<file path="config.mk">
export PLATFORM = sky130hd
export DESIGN_NAME = l1i_miss_handler
export DESIGN_NICKNAME = d
export VERILOG_FILES = /design/src/rtl/l1i_miss_handler.sv
export SDC_FILE = /design/constraint.sdc
export NUM_CORES = 1
export LEC_CHECK = 0
export ABC_AREA = 1
export ABC_CLOCK_PERIOD_IN_PS = 22000
export BUFFER_PORTS_ARGS = -buffer_cell sky130_fd_sc_hd__buf_2
export CAP_MARGIN = 0
export CORE_AREA = 2 2 443 445
export DETAILED_ROUTE_END_ITERATION = 16
export DIE_AREA = 0 0 445 447
export GPL_TIMING_DRIVEN = 0
export PLACE_DENSITY = 0.39
export REMOVE_ABC_BUFFERS = 1
export SLEW_MARGIN = 15
export SYNTH_ARGS = -nofsm -noshare
export SYNTH_HDL_FRONTEND = slang
export SYNTH_HIERARCHICAL = 1
export SYNTH_SLANG_ARGS = --single-unit
</file>
<file path="constraint.sdc">
create_clock -name clk -period 22 [get_ports clk]
set_clock_uncertainty 0.05 [all_clocks]
set_input_delay 1.1 -clock clk [delete_from_list [all_inputs] [get_ports clk]]
set_output_delay 1.1 -clock clk [all_outputs]
set_load 0.05 [all_outputs]
</file>
<file path="src/rtl/l1i_miss_handler.sv">
// L1 instruction-cache miss handler: merges same-line misses, issues one L2 read per line,
// then installs the returning line through a two-stage fill pipeline and wakes waiting threads.
module l1i_miss_handler #(
    parameter int NUM_ENTRIES = 4,
    parameter int NUM_WAYS    = 4,
    parameter int SET_BITS    = 6,
    localparam int ID_W       = $clog2(NUM_ENTRIES),
    localparam int WAY_W      = $clog2(NUM_WAYS),
    localparam int TAG_BITS   = 26 - SET_BITS
) (
    input  logic                   clk,
    input  logic                   reset,
    input  logic                   ifd_cache_miss,
    input  logic [25:0]            ifd_cache_miss_addr,
    input  logic [ID_W-1:0]        ifd_cache_miss_thread_idx,
    output logic                   l2i_icache_lru_fill_en,
    output logic [SET_BITS-1:0]    l2i_icache_lru_fill_set,
    input  logic [WAY_W-1:0]       ift_fill_lru,
    output logic [NUM_WAYS-1:0]    l2i_itag_update_en_oh,
    output logic [SET_BITS-1:0]    l2i_itag_update_set,
    output logic [TAG_BITS-1:0]    l2i_itag_update_tag,
    output logic                   l2i_itag_update_valid,
    output logic                   l2i_idata_update_en,
    output logic [WAY_W-1:0]       l2i_idata_update_way,
    output logic [SET_BITS-1:0]    l2i_idata_update_set,
    output logic [511:0]           l2i_idata_update_data,
    output logic [NUM_ENTRIES-1:0] l2i_icache_wake_bitmap,
    output logic                   l2i_request_valid,
    input  logic                   l2i_request_ready,
    output logic [ID_W-1:0]        l2i_request_id,
    output logic [25:0]            l2i_request_addr,
    input  logic                   l2_response_valid,
    input  logic [ID_W-1:0]        l2_response_id,
    input  logic [511:0]           l2_response_data
);
    typedef enum logic [1:0] {IDLE = 2'd0, WAIT_SEND = 2'd1, WAIT_RESP = 2'd2} entry_state_t;

    entry_state_t           state_r     [NUM_ENTRIES];
    logic [25:0]            line_addr_r [NUM_ENTRIES];
    logic [NUM_ENTRIES-1:0] waiters_r   [NUM_ENTRIES];

    logic                   request_valid_r;
    logic [ID_W-1:0]        request_id_r;
    logic [25:0]            request_addr_r;
    logic [ID_W-1:0]        rr_r;

    logic                   f2_valid_r;
    logic [ID_W-1:0]        f2_id_r;
    logic [SET_BITS-1:0]    f2_set_r;
    logic [TAG_BITS-1:0]    f2_tag_r;
    logic [511:0]           f2_data_r;

    logic [NUM_ENTRIES-1:0] match_oh_s;
    logic [NUM_ENTRIES-1:0] merge_oh_s;
    logic [NUM_ENTRIES-1:0] alloc_oh_s;
    logic [NUM_ENTRIES-1:0] thread_oh_s;
    logic [NUM_ENTRIES-1:0] pend_s;
    logic                   free_any_s;
    logic [ID_W-1:0]        free_idx_s;
    logic                   pick_found_s;
    logic [ID_W-1:0]        pick_s;
    logic [ID_W-1:0]        scan_idx_s;
    logic                   f2_hit_s;
    logic                   resp_ok_s;

    // Miss lookup: line match against live entries and lowest-index free entry.
    always_comb begin
        match_oh_s  = {NUM_ENTRIES{1'b0}};
        free_any_s  = 1'b0;
        free_idx_s  = {ID_W{1'b0}};
        thread_oh_s = NUM_ENTRIES'(1) << ifd_cache_miss_thread_idx;
        for (int i = 0; i < NUM_ENTRIES; i++) begin
            if (state_r[i] != IDLE && line_addr_r[i] == ifd_cache_miss_addr) begin
                match_oh_s[i] = 1'b1;
            end else begin
                match_oh_s[i] = 1'b0;
            end
            if (!free_any_s && state_r[i] == IDLE) begin
                free_any_s = 1'b1;
                free_idx_s = ID_W'(i);
            end else begin
                free_any_s = free_any_s;
            end
        end
        merge_oh_s = ifd_cache_miss ? match_oh_s : {NUM_ENTRIES{1'b0}};
        if (ifd_cache_miss && match_oh_s == {NUM_ENTRIES{1'b0}} && free_any_s) begin
            alloc_oh_s = NUM_ENTRIES'(1) << free_idx_s;
        end else begin
            alloc_oh_s = {NUM_ENTRIES{1'b0}};
        end
        f2_hit_s  = ifd_cache_miss && f2_valid_r && match_oh_s[f2_id_r];
        resp_ok_s = state_r[l2_response_id] == WAIT_RESP && !(f2_valid_r && f2_id_r == l2_response_id);
    end

    // Round-robin pick among entries still waiting to send; the presented entry is excluded
    // and a miss allocating this cycle is eligible so it can be requested the next cycle.
    always_comb begin
        pick_found_s = 1'b0;
        pick_s       = rr_r;
        scan_idx_s   = rr_r;
        for (int i = 0; i < NUM_ENTRIES; i++) begin
            pend_s[i] = (state_r[i] == WAIT_SEND && !(request_valid_r && request_id_r == ID_W'(i)))
                        || alloc_oh_s[i];
        end
        for (int k = 0; k < NUM_ENTRIES; k++) begin
            scan_idx_s = rr_r + ID_W'(k);
            if (!pick_found_s && pend_s[scan_idx_s]) begin
                pick_found_s = 1'b1;
                pick_s       = scan_idx_s;
            end else begin
                pick_found_s = pick_found_s;
            end
        end
    end

    // Entry state machines, request register and fill pipeline.
    always_ff @(posedge clk or posedge reset) begin
        if (reset) begin
            for (int i = 0; i < NUM_ENTRIES; i++) begin
                state_r[i]     <= IDLE;
                line_addr_r[i] <= 26'd0;
                waiters_r[i]   <= {NUM_ENTRIES{1'b0}};
            end
            request_valid_r <= 1'b0;
            request_id_r    <= {ID_W{1'b0}};
            request_addr_r  <= 26'd0;
            rr_r            <= {ID_W{1'b0}};
            f2_valid_r      <= 1'b0;
            f2_id_r         <= {ID_W{1'b0}};
            f2_set_r        <= {SET_BITS{1'b0}};
            f2_tag_r        <= {TAG_BITS{1'b0}};
            f2_data_r       <= 512'd0;
        end else begin
            for (int i = 0; i < NUM_ENTRIES; i++) begin
                case (state_r[i])
                    IDLE: begin
                        if (alloc_oh_s[i]) begin
                            state_r[i]     <= WAIT_SEND;
                            line_addr_r[i] <= ifd_cache_miss_addr;
                            waiters_r[i]   <= thread_oh_s;
                        end
                    end
                    WAIT_SEND: begin
                        if (request_valid_r && l2i_request_ready && request_id_r == ID_W'(i)) begin
                            state_r[i] <= WAIT_RESP;
                        end
                        if (merge_oh_s[i]) begin
                            waiters_r[i] <= waiters_r[i] | thread_oh_s;
                        end
                    end
                    WAIT_RESP: begin
                        // A miss on the line being installed is woken directly, not merged.
                        if (f2_valid_r && f2_id_r == ID_W'(i)) begin
                            state_r[i]   <= IDLE;
                            waiters_r[i] <= {NUM_ENTRIES{1'b0}};
                        end else if (merge_oh_s[i]) begin
                            waiters_r[i] <= waiters_r[i] | thread_oh_s;
                        end
                    end
                    default: state_r[i] <= IDLE;
                endcase
            end

            if (!request_valid_r || l2i_request_ready) begin
                request_valid_r <= pick_found_s;
                if (pick_found_s) begin
                    request_id_r   <= pick_s;
                    request_addr_r <= alloc_oh_s[pick_s] ? ifd_cache_miss_addr : line_addr_r[pick_s];
                    rr_r           <= pick_s + ID_W'(1);
                end
            end

            f2_valid_r <= l2_response_valid;
            if (l2_response_valid) begin
                f2_id_r   <= l2_response_id;
                f2_set_r  <= line_addr_r[l2_response_id][SET_BITS-1:0];
                f2_tag_r  <= line_addr_r[l2_response_id][25:SET_BITS];
                f2_data_r <= l2_response_data;
            end
        end
    end

    // Victim query rides the response cycle; the way only arrives in F2, so tag/data enables follow it.
    assign l2i_icache_lru_fill_en  = l2_response_valid & ~reset;
    assign l2i_icache_lru_fill_set = l2i_icache_lru_fill_en ? line_addr_r[l2_response_id][SET_BITS-1:0]
                                                            : {SET_BITS{1'b0}};
    assign l2i_itag_update_en_oh   = f2_valid_r ? (NUM_WAYS'(1) << ift_fill_lru) : {NUM_WAYS{1'b0}};
    assign l2i_itag_update_set     = f2_set_r;
    assign l2i_itag_update_tag     = f2_tag_r;
    assign l2i_itag_update_valid   = f2_valid_r;
    assign l2i_idata_update_en     = f2_valid_r;
    assign l2i_idata_update_way    = f2_valid_r ? ift_fill_lru : {WAY_W{1'b0}};
    assign l2i_idata_update_set    = f2_set_r;
    assign l2i_idata_update_data   = f2_data_r;
    assign l2i_icache_wake_bitmap  = f2_valid_r ? (waiters_r[f2_id_r] | (f2_hit_s ? thread_oh_s : {NUM_ENTRIES{1'b0}}))
                                                : {NUM_ENTRIES{1'b0}};
    assign l2i_request_valid       = request_valid_r;
    assign l2i_request_id          = request_id_r;
    assign l2i_request_addr        = request_addr_r;

    l1i_miss_handler_chk u_chk (
        .clk            (clk),
        .reset          (reset),
        .miss_needs_new (ifd_cache_miss && match_oh_s == {NUM_ENTRIES{1'b0}}),
        .free_any       (free_any_s),
        .resp_valid     (l2_response_valid),
        .resp_ok        (resp_ok_s)
    );
endmodule

// Protocol checks: a new miss always finds a free entry; responses only target entries awaiting one.
module l1i_miss_handler_chk (
    input logic clk,
    input logic reset,
    input logic miss_needs_new,
    input logic free_any,
    input logic resp_valid,
    input logic resp_ok
);
    // Sampled on the active edge outside reset.
    always @(posedge clk) begin
        if (!reset) begin
            assert (!(miss_needs_new && !free_any)) else $error("miss with no free entry");
            assert (!(resp_valid && !resp_ok)) else $error("response for entry not awaiting one");
        end
    end
endmodule

</file>
# After elaboration in Yosys (flattened, before gate mapping)
# Index checks and enable logic that the tools add are counted.
# word_totals
out_inout_bits,592
wordCells,231
regBits,700
input_bits,549
# classes
n_reduce_logical,75
eq_ne,30
addsub,4
bitwise,10
n_mux,79
n_shift,3
magnitude_cmp,9
# ops
operator,count
$mux 26,5
$bmux 26 s2,2
$eq 26x26->1,4
$mux 4,19
$pmux 4 s3,4
$mux 2,18
$logic_and 1x1->1,31
$pmux 2 s3,4
$or 4x4->4,5
$mux 1,19
$lt 2x3->1 const B,6
$reduce_and 2->1,9
$eq 2x2->1 const B,8
$ne 2x2->1 const B,8
$bmux 1 s2,6
$eq 2x1->1 const B,6
$logic_not 2->1,6
$reduce_and 3->1,4
$reduce_bool 3->1,4
$shl 1x2->4 const A,3
$logic_not 1->1,11
$ge 3x3->1 const B,3
$not 2->3,3
$bmux 4 s2,1
9 further kinds,21

# Longest topological paths before layout
# Gate-level depths: netlist of the first run.
# depth
depth_word,31
mapped_depth,30

# Least setup slack after synthesis of the first run
# No wires, ideal clock.
# synth_path
kind,input-to-output
start,input port ifd_cache_miss_addr[16]
end,output port l2i_icache_wake_bitmap[0]
setup_slack_ps,17308
cell_stages,15
arrival_time_ps,3542
n_path_buf,1
required_ps,20850
path_cell_list,buf_2 -> inv_1 -> nand2_1 -> nand2_1 -> nor2_1 -> nand2_1 -> nor2_1 -> nand2_1 -> nor2_2 -> inv_1 -> a21oi_1 -> o21ai_0 -> a2111oi_0 -> nand2_1 -> a21oi_1
# synth_via
elab_chain_cells,9
elab_cells_between_ends,18
classes_between,eq/ne (4); mux (8); bitwise (1); reduce/logical (5)
# synth_lines
item,line_no,text
start: declaration,14,"input logic [25:0] ifd_cache_miss_addr,"
$eq 26x26->1,73,if (state_r[i] != IDLE && line_addr_r[i] == ifd_cache_miss_addr) begin
$logic_and 1x1->1,73,
$mux 1,73,
$bmux 1 s2 (*),91,f2_hit_s = ifd_cache_miss && f2_valid_r && match_oh_s[f2_id_r];
$mux 1 (implied by the code) (*),91,
$logic_and 1x1->1 (*),91,
$mux 4 (*),195,assign l2i_icache_wake_bitmap = f2_valid_r ? (waiters_r[f2_id_r] | (f2_hit_s ? thread_oh_s : {NUM_ENTRIES{1'b0 ...
$or 4x4->4 (*),195,
$mux 4 (*),195,
end: declaration,27,"output logic [NUM_ENTRIES-1:0] l2i_icache_wake_bitmap,"
# Every way passes the cells marked *; elsewhere a longest branch is shown, timed or not. The select of a mux whose other input is x is not followed.

# Worst setup path after layout of the first run
# layout_path
start,input port ifd_cache_miss_addr[25]
end,"register request_addr_r[22], in the netlist l2i_request_addr[22]"
# layout_via
elab_chain_cells,25
elab_cells_between_ends,49
classes_between,eq/ne (4); mux (26); bitwise (1); reduce/logical (18)
# layout_lines
item,line_no,text
$eq 26x26->1,73,
$logic_and 1x1->1,73,
$mux 1,73,
$logic_not 4->1 (*),-,
$logic_and 1x1->1 (*),-,
$logic_and 1x1->1 (*),86,if (ifd_cache_miss && match_oh_s == {NUM_ENTRIES{1'b0}} && free_any_s) begin
$mux 4 (*),86,
$logic_or 1x1->1,103,|| alloc_oh_s[i];
[8 not listed],-,
$mux 1,107,if (!pick_found_s && pend_s[scan_idx_s]) begin
$logic_not 1->1,107,
$logic_and 1x1->1,107,
$mux 2,107,
$not 2->3 (implied by the code),168,request_addr_r <= alloc_oh_s[pick_s] ? ifd_cache_miss_addr : line_addr_r[pick_s];
$bmux 26 s2,168,
$mux 26 (implied by the code) (2 in series),168,
$mux 26,168,
end signal: assignment,168,
end: declaration,44,logic [25:0] request_addr_r;
# Marked as above.
# A chain may end at the register's enable or synchronous reset.

==> summary.md, run 1 <==
| Metric | Value |
|---|---|
| Outcome | `finished clean` |
| Number of max-cap violations | `0` |
| IO buf count | `1140` |
| Final HPWL DP | `127000 um` |
| Vias in the first global route | `28900` |
| Reg2reg end | `l2i_request_addr[22]$_DFFE_PP0P_` |
| Drt drc | `0` |
| DR WL/cell | `22.1 um` |
| Die Ht | `447 um` |
| P_leak | `22.8 nW` |
| Most frequent cells in the layout | `2124 x nand2_1, 1138 x buf_2, 700 x dfrtp_1` |
| Crit path largest cell delay | `0.88 ns` |
| Reg2Reg Depth | `26` |
| GP Congestion | `0.907` |
| Setup WS pre-CTS | `14.46 ns` |
| Seq cells post-synth | `700` |
| Sequential cell area | `17500 um2` |
| Max Clk Rate | `0.147 GHz` |
| Longest Clk Path Bufs | `3` |
| Syn Std Cell Area | `30700 um2` |
| Worst-Margin Slew | `1.22 ns` |
| CP required | `22.52 ns` |
| Delay-heaviest family, CP | `simple AND/OR/NAND/NOR gates` |
| GRT Total Usage | `0.161` |
| Crit path kind | `in2reg` |
| Setup bufs post-CTS | `0` |
| CP most frequent cell | `nand2_1` |
| Post-synth top flop | `dfrtp_1` |
| Final Max Slew Viols | `0` |
| Pin count of the biggest net entering global routing | `118` |
| Worst min path class | `reg2reg` |
| Crit path max fanout | `57` |
| R2r setup slk | `15.22 ns` |
| Worst path slowest cell | `nor2_4` |
| Share of cells above drive strength 1 | `0.279` |
| Critical Path AT | `7.31 ns` |
| CTS root buf | `clkbuf_16` |
| CP bufs+invs | `3` |
| Num ports | `1141` |
| Drt first-iter violations | `2681` |
| Critical Path Source Type | `input pin` |
| Area Overhead vs Synth | `38.8%` |
| Pwr Density | `136 nW/um2` |
| Drt via density | `3.99` |
| Post-route minimum period | `6.79 ns` |
| Commonest non-fill, non-tap cell in the layout | `nand2_1` |
| # fillers | `22100` |
| Detailed Routing Iterations Pass 1 | `6` |
| Sink Count | `700` |
| Post-synthesis sequential area ratio | `0.570` |
| Final hold viol count | `0` |
| Crit path launch | `ifd_cache_miss_addr[25]` |
| RSZ-0062 raised after global routing | `no` |
| Count of distinct cell types in the synthesized netlist | `41` |
| Synth Instances | `3846` |
| Peak supply drop | `0.000148 V` |
| CTS tree | `yes` |
| Cell Rows | `162` |
| Die X-Extent | `445 um` |
| Gr ovfl total | `0` |
| Crit end category | `register` |
| Core area | `194000 um2` |
| Setup violations, final | `0` |
| Multi-input gate area | `11800 um2` |
| H-tree depth | `3` |
| Post-Syn Area per Cell | `7.99 um2` |
| Skew-Pair Late Insertion Delay | `0.73 ns` |
| Die area | `199000 um2` |
| CP endpoint | `l2i_request_addr[22]$_DFFE_PP0P_` |
| Initial antenna violation count | `80` |
| Slew headroom | `0.189` |
| RR Startpoint | `state_r[2]$_DFFE_PP0P_` |
| Routed WL | `166000 um` |
| TritonCTS Buffers | `94` |
| Critical path depth | `25` |
| Worst setup margin | `15.21 ns` |
| Yosys warns | `6` |
| EDFF count, synth | `0` |
| Post-route ant nets | `0` |
| Synth async-reset ratio | `1.00` |
| Post-CTS resize count | `0` |
| Post-route setup TNS | `0 ns` |
| Via count | `30000` |
| Clock Pin Slew Worst Setup and Hold Paths | `0.06 ns` |
| # nets final | `5462` |
| Final period utilization | `0.309` |
| First-pass GRT wire length | `229000 um` |
| # hold bufs at CTS | `0` |
| Starting Density | `0.158` |
## cell type report
type                    count  share of cell area
diodes                     18             0.00106
clock buffers             135              0.0638
clock inverters            35              0.0109
inverters                 148              0.0134
multi-input cells        2787               0.276
flip-flops and latches    700               0.411
well taps                2542              0.0746
repair buffers           1166               0.149
## through the flow
step | hold slack [ns] | std cells | utilization | total power, mW | instance area (um2)
floorplan | 0.416 | 3635 | - | 3.25 | 29800
global placement | 0.399 | 7317 | 0.199 | 4.20 | 38700
detailed placement | 0.403 | 7343 | 0.203 | 4.22 | 39400
CTS | 0.417 | 7513 | 0.219 | 5.89 | 42600
global route | 0.427 | 7525 | 0.220 | 6.16 | 42600
finish | 0.412 | 7531 | 0.220 | 5.78 | 42600
## cells by family (layout without fill, tap and decap cells)
family | count (synthesis) | count (layout) | synth area share
simple gates | 2429 | 2429 | 0.311
flops | 700 | 700 | 0.570
buf+inv | 359 | 1484 | 0.0482
compound gates | 314 | 314 | 0.0561
xor+xnor | 28 | 28 | 0.00798
fa+ha+maj | 16 | 16 | 0.00652
other cells | 0 | 18 | 0
## worst min-delay path, cell delays in order, from the launching register on
cell     delay [ns]
dfrtp_1        0.33
nand2_1        0.05
nand2_1        0.04
## synthesized netlist by cell type (16+ instances only)
cell      instances  share of area
a21oi_1          55         0.0090
a31oi_1          22         0.0045
buf_2            25         0.0041
clkbuf_1        157          0.019
dfrtp_1         700           0.57
ha_1             16         0.0065
inv_1           123          0.015
inv_2            23         0.0028
nand2_1        2124           0.26
nand2_2          19         0.0039
nand3_1         104          0.017
nand4_1          37         0.0075
nor2_1          118          0.014
o21ai_0         188          0.031
xnor2_1          24         0.0068
## state kept, by name, summed over array words and instances, names as in the netlist, 2 cells and up
register	count
line_addr_r	104
rr_r	2
f2_id_r	2
waiters_r	16
l2i_idata_update_set	6
l2i_request_addr	26
state_r	8
l2i_request_id	2
l2i_idata_update_data	512
l2i_itag_update_tag	20
## power breakdown
part	leakage, nW	switching (mW)	internal (mW)
Combinational	12.7	1.83	0.626
Sequential	8.58	0.191	1.53
Clock	1.56	0.660	0.955
Total	22.8	2.68	3.11
## per-layer routing
metal	vias to the layer above	global-route usage	routed length [um]
met2	1002	0.300	88800
met4	36	0.0654	6820
met3	312	0.0319	9340
met1	14600	0.176	61200
met5	-	0	232
li1	14100	-	-
## how the worst min path moves through the flow
stage,from,to,slack (ns),cells after the start
floorplan,waiters_r[0]$_DFFE_PP0P_,waiters_r[0]$_DFFE_PP0P_,0.42,1
global placement,l2i_idata_update_data[216]$_DFFE_PP0P_,l2i_idata_update_data[216]$_DFFE_PP0P_,0.40,2
detailed placement,l2i_idata_update_data[170]$_DFFE_PP0P_,l2i_idata_update_data[170]$_DFFE_PP0P_,0.40,2
CTS,l2i_idata_update_data[199]$_DFFE_PP0P_,l2i_idata_update_data[199]$_DFFE_PP0P_,0.42,2
global route,l2i_idata_update_data[206]$_DFFE_PP0P_,l2i_idata_update_data[206]$_DFFE_PP0P_,0.43,2
finish,l2i_idata_update_data[115]$_DFFE_PP0P_,l2i_idata_update_data[115]$_DFFE_PP0P_,0.41,2
Note: power is estimated with default switching activity, not from simulation.
==> run 2: changes to the inputs <==
- ABC_CLOCK_PERIOD_IN_PS: 22000 -> 5710
- clock period: 22 -> 5.71 ns (I/O delays scaled with it)
==> run 2 against run 1 <==
  * The run now ends with negative hold slack left
  * Utilization grew 3.2 points
  * Sequential power grew to 3.8 times the previous value
  * Final area grew 14%
  * Final cell count grew 8.0%
  * Critical path type is now reg2reg
  * Critical endpoint is now l2i_request_addr[0]$_DFFE_PP0P_
  * Largest power group unchanged
  * Highest routed layer unchanged
==> summary.md, run 2 (synthesized netlist as in run 1, its figures left out) <==
| Metric | Value |
|---|---|
| Outcome | `finished with violations (was finished clean)` |
| Failing checks | `negative hold slack` |
| Crit end category | `register (unchanged)` |
| Max Clk Rate | `0.183 GHz` |
| Worst path slowest cell | `nand4_4 (was nor2_4)` |
| Routed WL | `172000 um (was 166000 um)` |
| Pwr Total | `23.3 mW (was 5.78 mW)` |
| P_leak | `25.3 nW (was 22.8 nW)` |
| CP most frequent cell | `nand2_1 (unchanged)` |
| Area Overhead vs Synth | `58.8% (was 38.8%)` |
| Sink Count | `700 (unchanged)` |
| Pin count of the biggest net entering global routing | `118 (unchanged)` |
| Peak supply drop | `0.000681 V (was 0.000148 V)` |
| Max reg flops | `512 (unchanged)` |
| Final core occ | `0.251 (was 0.220)` |
| Worst min path class | `in2reg (was reg2reg)` |
| Die Ht | `447 um (unchanged)` |
| Crit path largest cell delay | `0.54 ns (was 0.88 ns)` |
| CP required | `6.24 ns (was 22.52 ns)` |
| Via count | `32500 (was 30000)` |
| TritonCTS Buffers | `94 (unchanged)` |
| Slew headroom | `0.214 (was 0.189)` |
| Die area | `199000 um2 (unchanged)` |
| Commonest non-fill, non-tap cell in the layout | `nand2_1 (unchanged)` |
| Critical Path Source Type | `register (was input pin)` |
| Fin area | `48800 um2 (was 42600 um2)` |
| Crit path max fanout | `34 (was 57)` |
| Detailed Routing Iterations Pass 1 | `5 (was 6)` |
| Cell Rows | `162 (unchanged)` |
| Setup violations, final | `0 (unchanged)` |
| GRT Total Usage | `0.166 (was 0.161)` |
| GP Congestion | `0.907 (unchanged)` |
| RSZ-0062 raised after global routing | `no (unchanged)` |
| IO buf count | `1140 (unchanged)` |
| Longest Clk Path Bufs | `3 (unchanged)` |
| Share of cells above drive strength 1 | `0.251 (was 0.279)` |
| Final hold slack | `-0.0409 ns (was 0.412 ns)` |
| CTS root buf | `clkbuf_16 (unchanged)` |
| H-tree depth | `3 (unchanged)` |
| Final period utilization | `0.958` |
| Pwr Density | `479 nW/um2 (was 136 nW/um2)` |
| CTS tree | `yes (unchanged)` |
| Initial antenna violation count | `44 (was 80)` |
| Drt via density | `3.99 (about the same)` |
| Most frequent cells in the layout | `2124 x nand2_1, 1138 x buf_2, 700 x dfrtp_1 (unchanged)` |
| Post-route ant nets | `0 (unchanged)` |
| Skew-Pair Late Insertion Delay | `0.73 ns (about the same)` |
| Crit-path cells | `inv_1 -> ha_1 -> inv_1 -> nand2_1 -> nor2_1 -> nand2_1 -> nor2_1 -> nand2_1 -> nor2_2 -> nor2_4 -> nand4_4 -> buf_12 -> nand3_1 -> nand3_1 -> nand2_2 -> nor2_4 -> nand4_4 -> nand2_8 -> nand2_1 -> nand2_4 -> nand2_1 -> nand3_1 -> nand2_1` |
| Post-route setup TNS | `0 ns (unchanged)` |
| Drt drc | `0 (unchanged)` |
| Vias in the first global route | `32000 (was 28900)` |
| Clock Pin Slew Worst Setup and Hold Paths | `0.06 ns (about the same)` |
| First-pass GRT wire length | `239000 um (was 229000 um)` |
| Gr ovfl total | `0 (unchanged)` |
| Worst-Margin Slew | `1.18 ns (was 1.22 ns)` |
| Final HPWL DP | `127000 um (unchanged)` |
| Post-route minimum period | `5.47 ns` |
| Critical Path AT | `6.01 ns (was 7.31 ns)` |
| Num ports | `1141 (unchanged)` |
| Number of max-cap violations | `0 (unchanged)` |
| # nets final | `6071 (was 5462)` |
| Final Max Slew Viols | `0 (unchanged)` |
| Crit path kind | `reg2reg (was in2reg)` |
| Starting Density | `0.158 (unchanged)` |
| R2r setup slk | `0.24 ns (was 15.22 ns)` |
| Core area | `194000 um2 (unchanged)` |
| Placed cell area | `39400 um2 (unchanged)` |
| Die X-Extent | `445 um (unchanged)` |
| DR WL/cell | `21.1 um (was 22.1 um)` |
| Final hold viol count | `3 (was 0)` |
| Drt first-iter violations | `2791 (was 2681)` |
==> run 2: what timing repair did <==
action | 4_1_cts | 5_1_grt
setup endpoints to repair | 27 | 26
setup buffers | 7 | 6
hold endpoints to repair | 713 | 0
pin swaps | 6 | 3
gates cloned | 4 | 1
gates resized for setup | 6 | 1
hold buffers | 591 | 0
==> run 2: metrics by stage <==
stage / std cells / worst slack [ns]
after floorplan: 3635 / -14.26
after global placement: 7317 / -28.03
after detailed placement: 7343 / -1.07
after CTS: 8115 / 0.0921
after global routing: 8133 / 0.00846
final: 8135 / 0.237
==> run 2: layer usage <==
layer / global-route usage / vias to the layer above / part of all wire
li1: - / 15300 / -
met1: 0.186 / 15800 / 0.38
met2: 0.307 / 1032 / 0.53
met3: 0.0250 / 283 / 0.048
met4: 0.0754 / 6 / 0.046
met5: 0 / - / 0.00020
==> run 2: cell type report <==
| class | count | area [um2] |
|---|---|---|
| multi-input combinational | 2792 | 11900 |
| clock inverter | 35 | 467 |
| tap | 2542 | 3180 |
| sequential | 700 | 17500 |
| inverter | 148 | 577 |
| antenna | 13 | 32.5 |
| timing repair buffer | 1770 | 12400 |
| clock buffer | 135 | 2720 |
| fill | 21600 | 145000 |
==> run 2: worst max-delay path, delay by kind of cell, from the launching register on <==
family / cells / cell delay (ns)
buffers and inverters: 3 / 0.56
and+or+nand+nor: 19 / 4.00
adders and majority gates: 1 / 0.25
DFF: 1 / 0.39
==> run 2: power by group <==
group	total, mW	internal [mW]	leakage [nW]	switching [mW]
registers	6.62	5.88	8.58	0.744
logic	10.5	2.92	15.2	7.57
clock network	6.23	3.68	1.56	2.55
==> run 2: worst paths after layout <==
check,depth (start not counted),start,endpoint
max,23,state_r[2]$_DFFE_PP0P_,l2i_request_addr[0]$_DFFE_PP0P_
min,3,l2_response_data[117],l2i_idata_update_data[117]$_DFFE_PP0P_
max reg2reg,23,state_r[2]$_DFFE_PP0P_,l2i_request_addr[0]$_DFFE_PP0P_
min reg2reg,2,l2i_idata_update_data[115]$_DFFE_PP0P_,l2i_idata_update_data[115]$_DFFE_PP0P_
max in group asynchronous,7,reset,l2i_idata_update_data[319]$_DFFE_PP0P_
min in group asynchronous,3,reset,l2i_idata_update_data[421]$_DFFE_PP0P_
